==> src/rtl/instr_fetch_ctrl_pkg.sv <==
// Shared constants for the instruction fetch sequencer: default widths, reset PC
// and the sequencer state encodings.
package instr_fetch_ctrl_pkg;

  localparam int          XLEN_DEF     = 32;
  localparam logic [31:0] RESET_PC_DEF = 32'h0000_0000;

  localparam logic [1:0] ST_RESET = 2'd0;
  localparam logic [1:0] ST_RUN   = 2'd1;
  localparam logic [1:0] ST_FLUSH = 2'd2;

endpackage

==> src/rtl/instr_fetch_ctrl_if.sv <==
// Fetch bus: instruction-memory read port plus the valid/ready handoff to decode.
// The master side is the fetch sequencer.
interface instr_fetch_ctrl_if #(
  parameter int XLEN = instr_fetch_ctrl_pkg::XLEN_DEF
);

  logic            imem_rd_en;
  logic [XLEN-1:0] imem_addr;
  logic [XLEN-1:0] imem_rdata;
  logic            if_valid;
  logic            if_ready;
  logic [XLEN-1:0] if_pc;
  logic [XLEN-1:0] if_instr;

  modport master (
    output imem_rd_en, imem_addr, if_valid, if_pc, if_instr,
    input  imem_rdata, if_ready
  );

  modport slave (
    input  imem_rd_en, imem_addr, if_valid, if_pc, if_instr,
    output imem_rdata, if_ready
  );

endinterface

==> src/rtl/instr_fetch_ctrl_buf.sv <==
// Small synchronous FIFO holding fetched {pc, instr} pairs; flush clears it and
// takes priority over push.
module instr_fetch_ctrl_buf #(
  parameter int DEPTH = 2,
  parameter int WIDTH = 64
) (
  input  logic                             clk,
  input  logic                             rst,
  input  logic                             push,
  input  logic [WIDTH-1:0]                 push_data,
  input  logic                             pop,
  input  logic                             flush,
  output logic [WIDTH-1:0]                 head_data,
  output logic [$clog2(DEPTH+1)-1:0]       count
);

  localparam int PTR_W = $clog2(DEPTH);
  localparam int CNT_W = $clog2(DEPTH + 1);

  logic [WIDTH-1:0] mem [DEPTH];
  logic [PTR_W-1:0] wr_ptr_reg, rd_ptr_reg;
  logic [CNT_W-1:0] count_reg;

  function automatic logic [PTR_W-1:0] ptr_inc(input logic [PTR_W-1:0] p);
    return (p == PTR_W'(DEPTH - 1)) ? '0 : p + PTR_W'(1);
  endfunction

  always_ff @(posedge clk) begin
    if (rst || flush) begin
      wr_ptr_reg <= '0;
      rd_ptr_reg <= '0;
      count_reg  <= '0;
    end else begin
      if (push) wr_ptr_reg <= ptr_inc(wr_ptr_reg);
      if (pop)  rd_ptr_reg <= ptr_inc(rd_ptr_reg);
      count_reg <= count_reg + CNT_W'(push) - CNT_W'(pop);
    end
  end

  // Storage needs no reset: an entry is only visible once count covers it.
  always_ff @(posedge clk) begin
    if (push && !flush && !rst) mem[wr_ptr_reg] <= push_data;
  end

  assign head_data = mem[rd_ptr_reg];
  assign count     = count_reg;

endmodule

==> src/rtl/instr_fetch_ctrl.sv <==
// Fetch sequencer for a 1-cycle-latency instruction memory: owns the fetch PC,
// buffers returned words with their PCs and redirects on taken branches.
module instr_fetch_ctrl
  import instr_fetch_ctrl_pkg::*;
#(
  parameter int              XLEN      = XLEN_DEF,
  parameter logic [XLEN-1:0] RESET_PC  = XLEN'(RESET_PC_DEF),
  parameter int              BUF_DEPTH = 2
) (
  input  logic                clk,
  input  logic                rst,
  input  logic                fetch_en,
  input  logic                redirect_valid,
  input  logic [XLEN-1:0]     redirect_pc,
  output logic                misalign_err,
  instr_fetch_ctrl_if.master  bus
);

  localparam int CNT_W = $clog2(BUF_DEPTH + 1);
  localparam int OCC_W = CNT_W + 1;

  logic [1:0]        state_reg, state_next;
  logic [XLEN-1:0]   fetch_pc_reg, tag_pc_reg;
  logic [XLEN-1:0]   last_pc_reg, last_instr_reg;
  logic              inflight_reg, misalign_reg;
  logic [CNT_W-1:0]  count;
  logic [2*XLEN-1:0] head_data;
  logic [XLEN-1:0]   head_pc, head_instr;
  logic              if_valid, pop, push, issue;

  assign head_pc    = head_data[2*XLEN-1:XLEN];
  assign head_instr = head_data[XLEN-1:0];
  assign if_valid   = (count != '0);
  assign pop        = if_valid & bus.if_ready;
  // A response landing in a redirect cycle belongs to the abandoned path.
  assign push       = inflight_reg & !redirect_valid;

  // Only issue when the eventual response is guaranteed a free slot.
  assign issue = !rst && fetch_en && !redirect_valid &&
                 ((OCC_W'(count) + OCC_W'(inflight_reg)) <
                  (OCC_W'(BUF_DEPTH) + OCC_W'(pop)));

  instr_fetch_ctrl_buf #(
    .DEPTH (BUF_DEPTH),
    .WIDTH (2 * XLEN)
  ) u_buf (
    .clk       (clk),
    .rst       (rst),
    .push      (push),
    .push_data ({tag_pc_reg, bus.imem_rdata}),
    .pop       (pop),
    .flush     (redirect_valid),
    .head_data (head_data),
    .count     (count)
  );

  always_comb begin
    state_next = state_reg;
    case (state_reg)
      ST_RESET: state_next = ST_RUN;
      ST_RUN:   if (redirect_valid) state_next = ST_FLUSH;
      ST_FLUSH: state_next = ST_RUN;
      default:  state_next = ST_RESET;
    endcase
  end

  always_ff @(posedge clk) begin
    if (rst) begin
      state_reg      <= ST_RESET;
      fetch_pc_reg   <= RESET_PC;
      tag_pc_reg     <= '0;
      inflight_reg   <= 1'b0;
      misalign_reg   <= 1'b0;
      last_pc_reg    <= '0;
      last_instr_reg <= '0;
    end else begin
      state_reg    <= state_next;
      inflight_reg <= issue;
      misalign_reg <= redirect_valid && (redirect_pc[1:0] != 2'b00);
      if (redirect_valid)
        fetch_pc_reg <= {redirect_pc[XLEN-1:2], 2'b00};
      else if (issue)
        fetch_pc_reg <= fetch_pc_reg + XLEN'(4);
      if (issue) tag_pc_reg <= fetch_pc_reg;
      // Remember the last head shown so outputs hold while the buffer is empty.
      if (if_valid) begin
        last_pc_reg    <= head_pc;
        last_instr_reg <= head_instr;
      end
    end
  end

  assign bus.imem_rd_en = issue;
  assign bus.imem_addr  = fetch_pc_reg;
  assign bus.if_valid   = if_valid;
  assign bus.if_pc      = if_valid ? head_pc : last_pc_reg;
  assign bus.if_instr   = if_valid ? head_instr : last_instr_reg;
  assign misalign_err   = misalign_reg;

endmodule

==> src/flat_wrapper.sv <==
// flat-port wrapper written by rule: the top's interface ports become plain ports
module instr_fetch_ctrl_flat import instr_fetch_ctrl_pkg::*;
#(
  parameter int              XLEN      = XLEN_DEF,
  parameter logic [XLEN-1:0] RESET_PC  = XLEN'(RESET_PC_DEF),
  parameter int              BUF_DEPTH = 2
)
  (clk, rst, fetch_en, redirect_valid, redirect_pc, misalign_err, bus_imem_rd_en, bus_imem_addr, bus_if_valid, bus_if_pc, bus_if_instr, bus_imem_rdata, bus_if_ready);
  instr_fetch_ctrl_if #(.XLEN(XLEN)) bus_i ();
  input  logic clk;
  input  logic rst;
  input  logic fetch_en;
  input  logic redirect_valid;
  input  logic [XLEN-1:0] redirect_pc;
  output logic misalign_err;
  output wire logic [$bits(bus_i.imem_rd_en)-1:0] bus_imem_rd_en;
  output wire logic [$bits(bus_i.imem_addr)-1:0] bus_imem_addr;
  output wire logic [$bits(bus_i.if_valid)-1:0] bus_if_valid;
  output wire logic [$bits(bus_i.if_pc)-1:0] bus_if_pc;
  output wire logic [$bits(bus_i.if_instr)-1:0] bus_if_instr;
  input wire logic [$bits(bus_i.imem_rdata)-1:0] bus_imem_rdata;
  input wire logic [$bits(bus_i.if_ready)-1:0] bus_if_ready;
  assign bus_imem_rd_en = bus_i.imem_rd_en;
  assign bus_imem_addr = bus_i.imem_addr;
  assign bus_if_valid = bus_i.if_valid;
  assign bus_if_pc = bus_i.if_pc;
  assign bus_if_instr = bus_i.if_instr;
  assign bus_i.imem_rdata = bus_imem_rdata;
  assign bus_i.if_ready = bus_if_ready;
  instr_fetch_ctrl #(.XLEN(XLEN), .RESET_PC(RESET_PC), .BUF_DEPTH(BUF_DEPTH)) u_core (.clk(clk), .rst(rst), .fetch_en(fetch_en), .redirect_valid(redirect_valid), .redirect_pc(redirect_pc), .misalign_err(misalign_err), .bus(bus_i));
endmodule
==> config.mk <==
export PLATFORM = sky130hd
export DESIGN_NAME = instr_fetch_ctrl_flat
export DESIGN_NICKNAME = d
export VERILOG_FILES = /design/src/rtl/instr_fetch_ctrl_pkg.sv /design/src/rtl/instr_fetch_ctrl_if.sv /design/src/rtl/instr_fetch_ctrl_buf.sv /design/src/rtl/instr_fetch_ctrl.sv /design/src/flat_wrapper.sv
export SDC_FILE = /design/constraint.sdc
export NUM_CORES = 1
export LEC_CHECK = 0
export CAP_MARGIN = 25
export CORE_UTILIZATION = 58
export CTS_CLUSTER_SIZE = 25
export DETAILED_ROUTE_END_ITERATION = 7
export PLACE_DENSITY = 0.86
export SLEW_MARGIN = 10
export SYNTH_ARGS = -nofsm -noshare
export SYNTH_HDL_FRONTEND = slang
export SYNTH_HIERARCHICAL = 1
export SYNTH_SLANG_ARGS = --single-unit
==> constraint.sdc <==
create_clock -name clk -period 17.5 [get_ports clk]
set_clock_uncertainty 0.2 [all_clocks]
set_input_delay 1.75 -clock clk [delete_from_list [all_inputs] [get_ports clk]]
set_output_delay 1.75 -clock clk [all_outputs]
set_load 0.03 [all_outputs]
After elaboration in Yosys (flattened, before gate mapping)
Memory sizes are Yosys's and may differ from the RTL's. A register that Yosys moved wholly into a read port is not among the register bits. Index checks and enable logic that the tools add are counted.

Output and inout port bits: 99. Memories: 1. Bits in registers: 134. Bits in writable memories: 128.

Memories: u_core.u_buf.mem (depth 2, width 64, rd ports 1, clocked after memory_dff 1, write ports 1, line instr_fetch_ctrl_buf.sv:20) `logic [WIDTH-1:0] mem [DEPTH];`.

$add $sub $neg: 7. Bitwise logic cells: 2. Reductions and logical operators: 13. Magnitude comparators: 1. Mux-type cells: 10.

Operator list (count): 32-bit 2-to-1 mux (4); 32-bit by 3-bit adder with 32-bit output, second input constant (1); 1-bit logical AND (6); 1-bit 2-to-1 mux (6); 2-bit nonzero test (3); 2-bit by 1-bit adder with 3-bit output (1); 2-bit by 1-bit adder with 3-bit output, first input constant (1); 3-bit less-than comparator (1); 1-bit adder, second input constant (2); 2-bit by 1-bit adder with 2-bit output (1); 1-bit bitwise AND (2); 1-bit logical NOT (2); 2-bit OR reduction (1); 2-bit by 1-bit subtractor with 2-bit output (1); 1-bit logical OR (1).

Logic depth before layout (Yosys ltp)
Depth in word-level cells: 7. Depth in mapped cells: 9. Mapped depth without buffers: 8.

Hierarchy
The synthesis kept the hierarchy.

Modules (own cells, without submodules): instr_fetch_ctrl (area an instance 5362.6 um^2, times used 1, cells an instance 575); instr_fetch_ctrl_buf (area an instance 5136.2 um^2, times used 1, cells an instance 219).

Least setup slack after synthesis
No wires, ideal clock.

Kind: input -> register. Start point: input redirect_valid. End point: memory u_core.u_buf.mem[0][0], enable pin. Path slack: 8.314 ns. Arrival: 8.342 ns. Required time: 16.656 ns. Library setup time: 0.644 ns. Stages: 4. Cell sequence: clkbuf_1 > nor2b_1 > inv_1 > nor4_1.

Word-level cells in the longest chain between the ends: 6.

Ends and longest elaborated chain: from (decl) (line flat_wrapper.sv:13) `input logic redirect_valid;`; 1-bit logical NOT (line instr_fetch_ctrl.sv:36) `assign push = inflight_reg & !redirect_valid;`; 1-bit bitwise AND (line instr_fetch_ctrl.sv:36); named net u_core.push (line instr_fetch_ctrl.sv:29) `logic if_valid, pop, push, issue;`; 1-bit logical AND (2 in series) (line instr_fetch_ctrl_buf.sv:42) `if (push && !flush && !rst) mem[wr_ptr_reg] <= push_data;`; 1-bit 2-to-1 mux (line instr_fetch_ctrl_buf.sv:42); 1-bit 2-to-1 mux (implied by the code) (line instr_fetch_ctrl_buf.sv:42); to (decl) (line instr_fetch_ctrl_buf.sv:20).

The timed path passes the listed nets, and every way through them passes these cells.

Worst setup path in the final report
Start point: input bus_if_ready. End point: output bus_imem_rd_en.

Word-level cells in the longest chain between the ends: 4.

Ends and longest elaborated chain: from (decl) (line flat_wrapper.sv:22) `input wire logic [$bits(bus_i.if_ready)-1:0] bus_if_ready;`; 1-bit bitwise AND (line instr_fetch_ctrl.sv:34) `assign pop = if_valid & bus.if_ready;`; 2-bit by 1-bit adder with 3-bit output (line instr_fetch_ctrl.sv:41) `(OCC_W'(BUF_DEPTH) + OCC_W'(pop)));`; 3-bit less-than comparator (line instr_fetch_ctrl.sv:40) `((OCC_W'(count) + OCC_W'(inflight_reg)) <`; 1-bit logical AND (line instr_fetch_ctrl.sv:39) `assign issue = !rst && fetch_en && !redirect_valid &&`; to (decl) (line flat_wrapper.sv:16) `output wire logic [$bits(bus_i.imem_rd_en)-1:0] bus_imem_rd_en;`.

No other way between the ends.

==> impl_metrics.toml <==
[final_layout]
insertedDiodeCount = 0
final_nets = 1030
largest_reg_flops = 128
syn_to_final_growth_pct = 24.06
drive_gt1_share_pct = 18.97
fillers = 1129
instances_no_fill = 1200

[clock_tree]
numCtsBuffers = 26
cts.clk_slew.worst_paths_ns = 0.06
clock_path_buffers = 3
cts_tree = "yes"
ctsResizeCount = 0
cts_hold_buf = 0
htreeDepth = 1
clock_latency_ns = 0.51
clock-root-buffer = "clkbuf_16"
clkSinkCount = 259
post_cts_buffers = 0

[synth]
syn_avg_cell_area_um2 = 13.22
seq_area_frac_synth_pct = 61.59
yosysTopAreaCell = "edfxtp_1"
synth_cell_types = 52
async_flop_share_pct = 0
syn_area_mm2 = 0.01050
ys_ff_latch = 259
ys_top_cells_by_count = "dfxtp_1, edfxtp_1, nand2_1"
synthFlopType = "dfxtp_1"
synth_top_area_share_pct = 36.61
synth_edf_count = 128
synth_most_common_cell = "dfxtp_1"
synth.yosys.warnings = 6
syn_inst = 794
synth_area_leaders = "edfxtp_1, dfxtp_1, mux2_4, mux2_2, nor2b_1"

[routing]
via_per_inst = 5.613
post_drt_wl_per_cell_um = 17.67
wirelength_mm = 21.21
drtIter0Drc = 516
vias = 6736
drtAntennaViolNets = 0
drtPass1Iterations = 5
drc_errors = 0

[critical_path]
cp-start-kind = "input pin"
crit_path_end_kind = "output pin"
path_class = "input pin to output pin"
crit_path_cell_trace = "clkdlybuf4s50_1 > o21ai_0 > o21ai_0 > nand2_1 > clkinv_1 > clkdlybuf4s50_1"
cp_max_fo = 34
slowest_delay_ns = 0.80
crit_start = "bus_if_ready"
worstPathArrival_ns = 4.36
crit_family = "buffers and inverters"
path_buf_inv = 3
slowest_stage = "clkdlybuf4s50_1"
required_ns = 15.55
reg2reg_from = "u_core/u_buf/count[0]"

[floorplan]
die_h_um = 136.5
dieArea_mm2 = 0.01864
core_mm2 = 0.01748
initial_utilization_pct = 60.07
std_cell_rows = 48
io_pins = 168
fp.dieW_um = 136.5

[timing]
rsz0062_at_grt = "no"
finalSetupViolCount = 0
final_hold_viol_count = 0
drv_slew = 0
tns_ns = 0
tightest_slew_ns = 0.9082
slew_headroom_pct = 39.08
fmax_ghz = 0.1584
fin_crit_sh_pct = 36.07
final.min_clock_period_ns = 6.313

[global_routing]
grt_pass1_vias = 6685
antenna_found_initial = 0
grt_usage_pct = 22.79
overflow = 0
grt_max_degree = 81
grt_pass1_wl_mm = 33.36

[placement]
dp.cells = 1153
hpwl_mm = 13.17
io_buffers = 165
gp_congestion = 0.8718

[run_status]
status = "complete, no violations"

[min_path]
hp-class = "register to register"
min-delay-start = "u_core/tag_pc_reg[21]"

[job]
drv_cap = 0

[power]
ir_drop_v = 0.00007456
p_leak_nw = 4.737
power_density_mw_per_mm2 = 95.40
## final cells by class
cell class	count	area, um2	share of cell area [%]
well taps	225	281.5	2.161
repair buffers	173	1709	13.12
flip-flops and latches	259	6470	49.67
clock buffers	43	755.7	5.802
multi-input cells	482	3735	28.67
clock inverters	4	21.27	0.1633
inverters	14	52.55	0.4035
## cells in the final DEF (no fill, tap or decap), drive strengths merged, types with 5 or more instances in the layout
master,instances
clkdlybuf4s50,164
dfxtp,131
mux2,130
edfxtp,128
nand2,88
nor2b,66
clkbuf,43
a21oi,38
nor2,16
inv,13
nand3,12
nor3,10
or3,10
or4,10
buf,9
a31oi,9
xnor2,9
o211ai,9
nand4,8
o311ai,7
a211oi,7
nor4,7
conb,6
o21ai,5
ha,5
clkinv,5
## where the power goes
part | internal [W] | switching [W] | leakage [nW]
clock | 0.000293 | 0.000214 | 0.375
sequential | 0.000643 | 0.0000106 | 2.33
combinational | 0.0000389 | 0.0000438 | 2.03
## worst reg2reg max path, delay by kind of cell (launching register included)
family,cells,cell delay [ns]
and+or+nand+nor,4,1.83
adders and majority gates,2,0.43
DFF,1,0.37
AOI/OAI and AO/OA,1,0.21
## worst paths after layout
path | to | slack (ns) | cells past startpoint
worst min-delay path | u_core/u_buf/mem[0][53] | 0.24 | 0
worst max register to register | u_core/bus.imem_addr[24] | 14.39 | 7
worst max-delay path | bus_imem_rd_en | 11.19 | 6
worst min register to register | u_core/u_buf/mem[0][53] | 0.24 | 0
## cell families (layout without fill, tap and decap cells)
logic type | Yosys count | in the layout | synth area share [%]
other | 1 | 6 | 0.03572
and+or+nand+nor | 241 | 241 | 12.10
DFF | 259 | 259 | 61.59
muxes | 130 | 130 | 16.09
buffers and inverters | 58 | 234 | 3.158
AOI/OAI and AO/OA | 89 | 89 | 5.387
adders and majority gates | 5 | 5 | 0.5959
xor gates and xnor gates | 11 | 11 | 1.049
## routing by layer
| metal | track usage (%) | part of all wire [%] |
|---|---|---|
| met5 | 0 | 0 |
| met4 | 5.802 | 2.0 |
| met3 | 4.148 | 6.8 |
| met2 | 39.06 | 48 |
| met1 | 29.82 | 43 |
## stage by stage
step | total power (W) | setup WS, ns | cell area [um2] | hold slack, ns | util, %
floorplan | 0.0007074 | 8.314 | 10520 | 0.2254 | -
global placement | 0.0007461 | 11.25 | 12250 | 0.2308 | 70.08
detailed placement | 0.0007478 | 11.18 | 12250 | 0.2359 | 70.08
CTS | 0.001251 | 11.16 | 13030 | 0.2422 | 74.53
global route | 0.001281 | 10.94 | 13030 | 0.2530 | 74.53
finish | 0.001243 | 11.19 | 13030 | 0.2353 | 74.53
No activity file was read; power rests on OpenSTA's default activity.
